==> config.mk <==
export PLATFORM = sky130hd
export DESIGN_NAME = conv_rr_scheduler
export DESIGN_NICKNAME = d
export VERILOG_FILES = /design/src/rtl/conv_rr_scheduler.sv
export SDC_FILE = /design/constraint.sdc
export NUM_CORES = 1
export LEC_CHECK = 0
export ABC_AREA = 1
export ABC_CLOCK_PERIOD_IN_PS = 1650
export CORE_AREA = 2 2 169 171
export DETAILED_ROUTE_END_ITERATION = 16
export DIE_AREA = 0 0 171 173
export GPL_TIMING_DRIVEN = 0
export MAX_ROUTING_LAYER = met4
export SLEW_MARGIN = 25
export SYNTH_ARGS = -nofsm -noshare
export SYNTH_HDL_FRONTEND = slang
export SYNTH_SLANG_ARGS = --single-unit
==> constraint.sdc <==
create_clock -name clk -period 1.65 [get_ports clk]
set_input_delay 0.33 -clock clk [delete_from_list [all_inputs] [get_ports clk]]
set_output_delay 0.33 -clock clk [all_outputs]
set_load 0.05 [all_outputs]
==> src/rtl/conv_rr_scheduler.sv <==
// Round-robin front end for a shared, fully pipelined 2x4x4 convolution datapath.
// Grants one requester tile per cycle, tags it through the datapath latency and routes each OFM back to its owner.
module conv_rr_scheduler #(
    parameter int NUM_REQ = 2,
    parameter int LATENCY = 4,
    parameter int IDW     = 1
) (
    input  logic                   clk,
    input  logic                   rst_n,
    input  logic                   enable,
    input  logic [NUM_REQ-1:0]     req_valid,
    input  logic [NUM_REQ*128-1:0] req_ifm,
    output logic [NUM_REQ-1:0]     req_ready,
    output logic                   conv_in_valid,
    output logic [127:0]           conv_ifm,
    input  logic                   conv_out_valid,
    input  logic [12:0]            conv_ofm,
    output logic [NUM_REQ-1:0]     rsp_valid,
    output logic [12:0]            rsp_ofm,
    output logic                   busy,
    output logic                   tag_err,
    output logic [15:0]            done_cnt
);

    function automatic logic [NUM_REQ-1:0] onehot(input logic [IDW-1:0] id);
        logic [NUM_REQ-1:0] v;
        v = '0;
        for (int i = 0; i < NUM_REQ; i++) begin
            if (id == IDW'(i)) v[i] = 1'b1;
        end
        return v;
    endfunction

    logic [IDW-1:0]     rr_ptr;
    logic [IDW-1:0]     grant_idx;
    logic [IDW-1:0]     next_ptr;
    logic               accept;
    logic [127:0]       ifm_sel;
    logic [IDW-1:0]     conv_id_p0;
    logic [LATENCY-1:0] tag_vld_p;
    logic [IDW-1:0]     tag_id_p [LATENCY];
    logic               tag_hit;

    always_comb begin
        int             idx;
        logic [IDW-1:0] cand;
        accept    = 1'b0;
        grant_idx = '0;
        idx       = 0;
        cand      = '0;
        for (int j = 0; j < NUM_REQ; j++) begin
            idx = int'(rr_ptr) + j;
            if (idx >= NUM_REQ) idx = idx - NUM_REQ;
            cand = idx[IDW-1:0];
            if (!accept && enable && (|(req_valid & onehot(cand)))) begin
                accept    = 1'b1;
                grant_idx = cand;
            end
        end
        req_ready = accept ? onehot(grant_idx) : '0;
        next_ptr  = (int'(grant_idx) == NUM_REQ - 1) ? '0 : grant_idx + 1'b1;
        ifm_sel   = '0;
        for (int i = 0; i < NUM_REQ; i++) begin
            if (grant_idx == IDW'(i)) ifm_sel = req_ifm[i*128 +: 128];
        end
    end

    // Stage p0: granted tile registered onto the datapath input
    always_ff @(posedge clk) begin
        if (!rst_n) begin
            conv_in_valid <= 1'b0;
            conv_ifm      <= '0;
            rr_ptr        <= '0;
        end else begin
            conv_in_valid <= accept;
            if (accept) begin
                conv_ifm <= ifm_sel;
                rr_ptr   <= next_ptr;
            end
        end
    end

    always_ff @(posedge clk) begin
        if (accept) conv_id_p0 <= grant_idx;
    end

    // Tag pipe: stage i tracks the datapath's (i+1)-th internal stage; the last one lines up with out_valid
    always_ff @(posedge clk) begin
        if (!rst_n) begin
            tag_vld_p <= '0;
        end else begin
            tag_vld_p[0] <= conv_in_valid;
            for (int i = 1; i < LATENCY; i++) tag_vld_p[i] <= tag_vld_p[i-1];
        end
    end

    always_ff @(posedge clk) begin
        tag_id_p[0] <= conv_id_p0;
        for (int i = 1; i < LATENCY; i++) tag_id_p[i] <= tag_id_p[i-1];
    end

    assign tag_hit = conv_out_valid & tag_vld_p[LATENCY-1];

    // Result stage: route OFM to its owner, flag any result/tag disagreement
    always_ff @(posedge clk) begin
        if (!rst_n) begin
            rsp_valid <= '0;
            rsp_ofm   <= '0;
            tag_err   <= 1'b0;
            done_cnt  <= '0;
        end else begin
            rsp_valid <= tag_hit ? onehot(tag_id_p[LATENCY-1]) : '0;
            if (conv_out_valid) rsp_ofm <= conv_ofm;
            if (conv_out_valid != tag_vld_p[LATENCY-1]) tag_err <= 1'b1;
            if (tag_hit) done_cnt <= done_cnt + 16'd1;
        end
    end

    assign busy = conv_in_valid | (|tag_vld_p) | (|rsp_valid);

endmodule

* Yosys cells after proc, flatten, opt, wreduce, memory -nomap -nowiden
Memories as Yosys holds them, arrays and structs flattened. Index checks and enable logic that the tools add are counted. Widths: inputs -> output; s select.
Storage, ports and cells: memory bits (writable) 4, register bits after elaboration 167, memories 1, output and inout port bits 164, input port bits 275, logic and storage cells 49
Operators by class: muxes and demuxes 17, equal/unequal tests 1, $lt $le $gt $ge 2, reductions and logical operators 9, bitwise gates (word level) 5, add/subtract/negate cells 5
Memories:
- tag_id_p | words 4, width 1, rd ports 4, clocked after memory_dff 0, wr ports 4, line 41 | logic [IDW-1:0] tag_id_p [LATENCY];
Operators by type and width (number):
- $mux 128 | 1
- $add 16x1->16 const B | 1
- $mux 1 | 15
- $reduce_or 2->1 | 3
- $and 2x2->2 | 2
- $reduce_or 4->1 | 1
- $logic_and 1x1->1 | 3
- $add 1x1->2 const B | 1
- $ge 1x2->1 const B | 1
- $ge 2x2->1 const B | 1
- $mux 2 | 1
- $or 1x1->1 | 2
- $reduce_and 2->1 | 1
- $sub 1x1->1 const B | 2
- $add 1x1->1 const B | 1
- $and 1x1->1 | 1
- $logic_not 1->1 | 1
- $ne 1x1->1 | 1

* Logic depth before layout (Yosys ltp)
depth in word-level cells 13, gate-level depth with buffers 9, gate-level depth less buffers 9

* Worst setup path after synthesis
OpenSTA, ideal clock, no wires.
path kind register -> register, start point reg done_cnt[0], end point reg done_cnt[12], arrival 1630 ps, path buffers 0, path slack -95 ps, stages on the path, launching flop included 7, setup time 116 ps, clock period less this slack 1745 ps, data required time 1534 ps, cells stage by stage dfxtp_1 > ha_1 > nand2_1 > nor2_1 > nand3_1 > o21ai_0 > nor2_1
Between the ends: longest elaborated chain between the ends 1
Ends and longest elaborated chain:
- start, declared | line 22 | output logic [15:0] done_cnt
- start signal, assigned | line 115 | if (tag_hit) done_cnt <= done_cnt + 16'd1;
- $add 16x1->16 | line 115
No other way between the ends. A chain may end at the register's enable or synchronous reset.

* Final worst setup path
start point reg rr_ptr, end point out req_ready[1]
Between the ends: longest elaborated chain between the ends 13, elaborated cells between the ends (all ways) 25, classes of those cells add/sub: 3; order compare: 2; mux: 12; bitwise: 2; reduce/logical: 6
Ends and longest elaborated chain:
- start, declared | line 34 | logic [IDW-1:0] rr_ptr;
- start signal, assigned | line 78 | rr_ptr <= next_ptr;
- $ge 1x2->1 or $sub 1x1->1 (tied branches) | line 53 | if (idx >= NUM_REQ) idx = idx - NUM_REQ;
- $mux 1 | line 53
- $mux 1 | line 29 | if (id == IDW'(i)) v[i] = 1'b1;
- $and 2x2->2 | line 55 | if (!accept && enable && (|(req_valid & onehot(cand)))) begin
- $reduce_or 2->1 | line 55
- $logic_and 1x1->1 | line 55
- $mux 1 | line 55
- $logic_not 1->1 | line 55
- $logic_and 1x1->1 (2 in series) | line 55
- $mux 1 | line 55
- $mux 1 | line 29
- $mux 2 (*) | line 60 | req_ready = accept ? onehot(grant_idx) : '0;
- end, declared | line 13 | output logic [NUM_REQ-1:0] req_ready,
Mark *: on every way between the ends. The rest lies on a longest branch, timed or not.

==> flow_summary.ini <==
[status]
status = finished, violations left
violations = negative setup slack

[placed_design]
post-dp-hpwl_um = 26200
gp_congestion = 0.855
port_buffers = 438
placed_cells_incl_taps = 2135
placed_area_sq_mm = 0.0129

[floorplan]
rows = 61
initial_utilization_pct = 29.2
die_area_sq_mm = 0.0296
die_w_um = 171
core_sq_mm = 0.0276
die_y_um = 173
pin_count = 439

[worst_setup_path]
startpoint_type = flip-flop
cp_data_required_time_ns = 1.32
crit_path_end_kind = output pin
cp_max_fo = 2
path_class = reg -> out
critical_path_arrival_ns = 1.37

[sta]
clock_skew_ns = 0.00813
period_needed_ns = 1.70
max_slew_margin_pct = 60.7
finalHoldViolCount = 0
setup_viol = 3
rsz0062_at_grt = true
clock.fmax_mhz = 590
setup_ws_ns = -0.0456
tightest_slew_ns = 0.589
fin_crit_sh_pct = 103
final_max_slew_viol_count = 0

[synth]
yosys-top-cells-count = nand2_1, dfxtp_1, inv_1
ys_ff_latch = 171
synth_cells = 1319
synth_most_common_cell = nand2_1
syn_area_sq_mm = 0.00807
synth_warnings = 0
synth_edf_count = 1
syn_nets = 1596
synth_top_area_cell = dfxtp_1
yosysUniqueCellTypes = 20
synthTopCellsByArea = dfxtp_1, nand2_1, a21oi_1
ys_seq_area_share_pct = 42.6
synth_top_cell_area_share_pct = 42.2
async_flop_share_pct = 0
avgSynthCellArea_sq_um = 6.12
synthFlopType = dfxtp_1

[power_and_ir_drop]
peakVddDrop_mv = 0.601
cellPowerDensity_mw_per_mm2 = 900
total_power_w = 0.0121
cellLeakagePower_nw = 6.74

[clock_network]
numCtsBuffers = 17
clock-sinks = 171
clock_latency_ns = 0.43
cts_tree = done
cts_root_buffer = clkbuf_16
clockBufferDepth = 2
clkTransAtPathRegs_ns = 0.07
htree_levels = 4

[drt]
antenna_left = 0
wirelength_um = 33700
wl_per_cell_um = 15.5
wl_met1_um = 13700
wl_met2_um = 16700
drtPass1Iterations = 4
viasPerCell = 4.32
drt_iter0_markers = 415
wl_met3_um = 2310
num_vias = 9406
drcViolationCount = 0
top_layer = met4

[worst_hold_path]
hold_path.class = reg -> reg

[global_routing]
overflow = 0
grt_pass1_vias = 9114
track_usage_pct = 22.8
antenna_found_initial = 5
grt_max_degree = 19
grt_pass1_wl_um = 50300

[final_layout]
area_delta_synth_final_pct = 67.0
final_layout_size_suffix_gt1_share_pct = 13.5
stdcell_count = 2178
final_core_util_pct = 48.8
layout.nets = 2059
final_cell_area_sq_mm = 0.0135
fillCellCount = 2926

[job]
cap_violations = 0
==> critical path, cell delays in order, from the launching register on <==
cell,delay (ns)
dfxtp_2,0.34
inv_2,0.04
nand2_2,0.07
buf_6,0.11
nand3_4,0.07
buf_12,0.15
clkinv_4,0.04
buf_8,0.13
==> kinds of logic after synthesis <==
family                   share of synthesized area, %
AND/OR/NAND/NOR                                  35.6
flip-flops                                       42.6
AO/OA/AOI/OAI                                    9.93
adder cells (fa/ha/maj)                         0.310
buffers and inverters                            11.6
==> flip-flops by register name, summed over array words and instances, names as in the netlist <==
name / count
rr_ptr: 1
conv_ifm: 128
done_cnt: 16
rsp_ofm: 13
conv_id_p0: 1
tag_id_p: 4
conv_in_valid: 1
rsp_valid: 2
tag_err: 1
tag_vld_p: 4
==> layout by cell type (no fill, tap or decap), types with 5 or more instances in the layout <==
cell type / Yosys / layout
a21oi_1: 139 / 139
buf_2: 45 / 30
nor2_1: 56 / 55
clkbuf_2: 0 / 79
clkbuf_4: 0 / 5
diode_2: 0 / 5
buf_4: 3 / 18
clkdlybuf4s15_1: 0 / 30
clkdlybuf4s50_1: 0 / 270
clkdlybuf4s15_2: 0 / 56
o21ai_0: 21 / 20
inv_1: 155 / 152
clkbuf_1: 24 / 17
clkbuf_16: 0 / 17
nand2_1: 676 / 673
nand3_1: 13 / 12
dfxtp_1: 170 / 166
==> through the flow <==
stage / TNS, ns / hold slack [ns] / worst slack [ns]
2_1_floorplan: 0 / 0.310 / 0.0904
3_3_place_gp: -85.16 / 0.312 / -1.25
3_5_place_dp: -84.39 / 0.312 / -1.26
4_1_cts: -0.363 / 0.329 / -0.269
5_1_grt: -0.455 / 0.330 / -0.0976
6_report: -0.0803 / 0.329 / -0.0456
==> report_power, final <==
| group | internal, W | leakage (nW) | switching (W) |
|---|---|---|---|
| sequential | 0.00441 | 1.41 | 0.000150 |
| combinational | 0.00125 | 5.03 | 0.00200 |
| clock | 0.00233 | 0.305 | 0.00199 |
| total | 0.00799 | 6.74 | 0.00414 |
==> final timing paths <==
check | endpoint | slack (ns) | depth (start not counted) | startpoint
min | tag_id_p[3]$_DFF_P_ | 0.33 | 0 | tag_id_p[2]$_DFF_P_
max reg2reg | conv_ifm[11]$_SDFFE_PN0P_ | 0.07 | 11 | rr_ptr$_SDFFE_PN0P_
min reg2reg | tag_id_p[3]$_DFF_P_ | 0.33 | 0 | tag_id_p[2]$_DFF_P_
max | req_ready[1] | -0.05 | 7 | rr_ptr$_SDFFE_PN0P_
==> repair_timing <==
action | in CTS | in global routing
setup buffers | 4 | 4
resized for setup | 410 | 133
pin swaps | 2 | 3
hold buffers | 0 | 0
endpoints found under the setup margin | 227 | 216
==> routing by layer <==
layer	vias up	GRT usage, %
met1	4134	25.0
met5	-	-
met4	0	8.55
li1	4897	-
met2	318	39.5
met3	57	5.88
==> final cells by class <==
| cell class | count | area, sq um | area share (%) |
|---|---|---|---|
| sequential | 171 | 3440 | 25.5 |
| clock inverter | 15 | 205 | 1.52 |
| tap | 378 | 473 | 3.51 |
| buffer | 74 | 417 | 3.09 |
| clock buffer | 17 | 425 | 3.16 |
| antenna | 5 | 12.5 | 0.0929 |
| inverter | 156 | 593 | 4.40 |
| timing repair buffer | 446 | 4170 | 31.0 |
| multi-input combinational | 916 | 3740 | 27.7 |
(Power assumes the default switching activity.)
==> edit: new RTL, same flow settings <==
Put one more register stage on the output `tag_err`, with the module's reset. The value now appears one clock later. The other outputs are not delayed to match.
--- a/src/rtl/conv_rr_scheduler.sv
+++ b/src/rtl/conv_rr_scheduler.sv
@@ -21,6 +21,8 @@
     output logic                   tag_err,
     output logic [15:0]            done_cnt
 );
+
+    logic tag_err_s0;
 
     function automatic logic [NUM_REQ-1:0] onehot(input logic [IDW-1:0] id);
         logic [NUM_REQ-1:0] v;
@@ -106,17 +108,25 @@
         if (!rst_n) begin
             rsp_valid <= '0;
             rsp_ofm   <= '0;
-            tag_err   <= 1'b0;
+            tag_err_s0 <= 1'b0;
             done_cnt  <= '0;
         end else begin
             rsp_valid <= tag_hit ? onehot(tag_id_p[LATENCY-1]) : '0;
             if (conv_out_valid) rsp_ofm <= conv_ofm;
-            if (conv_out_valid != tag_vld_p[LATENCY-1]) tag_err <= 1'b1;
+            if (conv_out_valid != tag_vld_p[LATENCY-1]) tag_err_s0 <= 1'b1;
             if (tag_hit) done_cnt <= done_cnt + 16'd1;
         end
     end
 
     assign busy = conv_in_valid | (|tag_vld_p) | (|rsp_valid);
 
+    always_ff @(posedge clk) begin
+        if (!rst_n) begin
+            tag_err <= '0;
+        end else begin
+            tag_err <= tag_err_s0;
+        end
+    end
+
 endmodule
 
Formal check against the unedited RTL: not equivalent (a bounded check fails within 4 cycles, from zero or initial values and one cycle with rst_n low).
==> edit against the unedited design <==
The run still ends with setup timing left; clock power is 3% lower; total power is 0.90% lower; die area did not move; synthesized cell count is 0.30% higher; wire length is 3.5% lower; fmax down 3.9%; sequential cell count up 1; synthesized area is 0.42% higher; largest power group unchanged; highest routed layer unchanged; final area increased by 0.42%; setup slack worse by 0.068 ns; critical endpoint unchanged; via count increased by 0.40%.
==> edit: results (changes against the unedited design) <==
drt_wl_total_um: 32500  # -3.5%
vdd_ir_drop_max_mv: 0.635  # +5.7%
postSynthAreaPerCell_um2: 6.12  # +0.12%
vias_per_cell: 4.33  # +0.17%
failed_checks: "setup timing"
finClkSkew_ns: 0.0145  # +0.00634 ns
met3_wirelength_um: 2540  # +10%
min-delay-path-class: "in2reg"
routed-wl-met2_um: 16000  # -4.2%
drt_iter0_markers: 369  # -11%
multi_input_gates: 918  # +0.22%
dp.final_hpwl_um: 25500  # -2.9%
synth-seq-area-share_pct: 42.6  # +0.070 points
met1_length_um: 13300  # -2.7%
syn_nets: 1600  # +0.25%
nets: 2064  # +0.24%
antenna_found_initial: 6  # +1
drive_above_1_share_pct: 12.7  # -0.82 points
place_ws_ns: -1.24  # +0.0214 ns
final-clk-cell-share_pct: 4.42  # -0.26 points
powerDensity_nw_per_um2: 888  # -1.3%
buffers: 522  # +0.38%
bufAreaShareNonClock_pct: 34.3  # +0.27 points
outcome: "complete, but fails checks"
min_path_cells: 3  # +3
setup_violations: 2  # -1
fin_cells: 2183  # +0.23%
gr-usage-all-layers_pct: 22.1  # -0.72 points
grt_use_met3_pct: 6.16  # +0.27 points
cts_sinks: 172  # +0.58%
multi_input_area_um2: 3740  # +0.13%
setup_slack_ns: -0.114  # -0.0680 ns
hold_end: "done_cnt[0]"
[edit: cell types whose count changed in the layout (fill, tap and decap cells not counted), moves of 4 or more]
cell,before,now
nand2_1,673,678
clkbuf_1,17,24
clkdlybuf4s15_2,56,60
buf_4,18,12
buf_2,30,41
clkbuf_2,79,59
clkdlybuf4s15_1,30,38
[edit: what timing repair did]
item | 4_1_cts | 5_1_grt
resized for setup | 412 | 101
pin swaps | 2 | 0
endpoints found under the setup margin | 264 | 97
buffers inserted | 4 | 4
[edit: cells by family (layout without fill, tap and decap cells)]
group	after synthesis	in the layout	synth area share, %
compound gates	159	159	9.82
fa+ha+maj	2	2	0.309
buf+inv	233	710	11.7
flops	172	172	42.6
other cells	0	5	0
simple gates	757	757	35.6
[edit: power by group]
part	internal, W	switching (W)
logic	0.00126	0.00199
registers	0.00444	0.000144
clock network	0.00232	0.00187
total	0.00802	0.00401
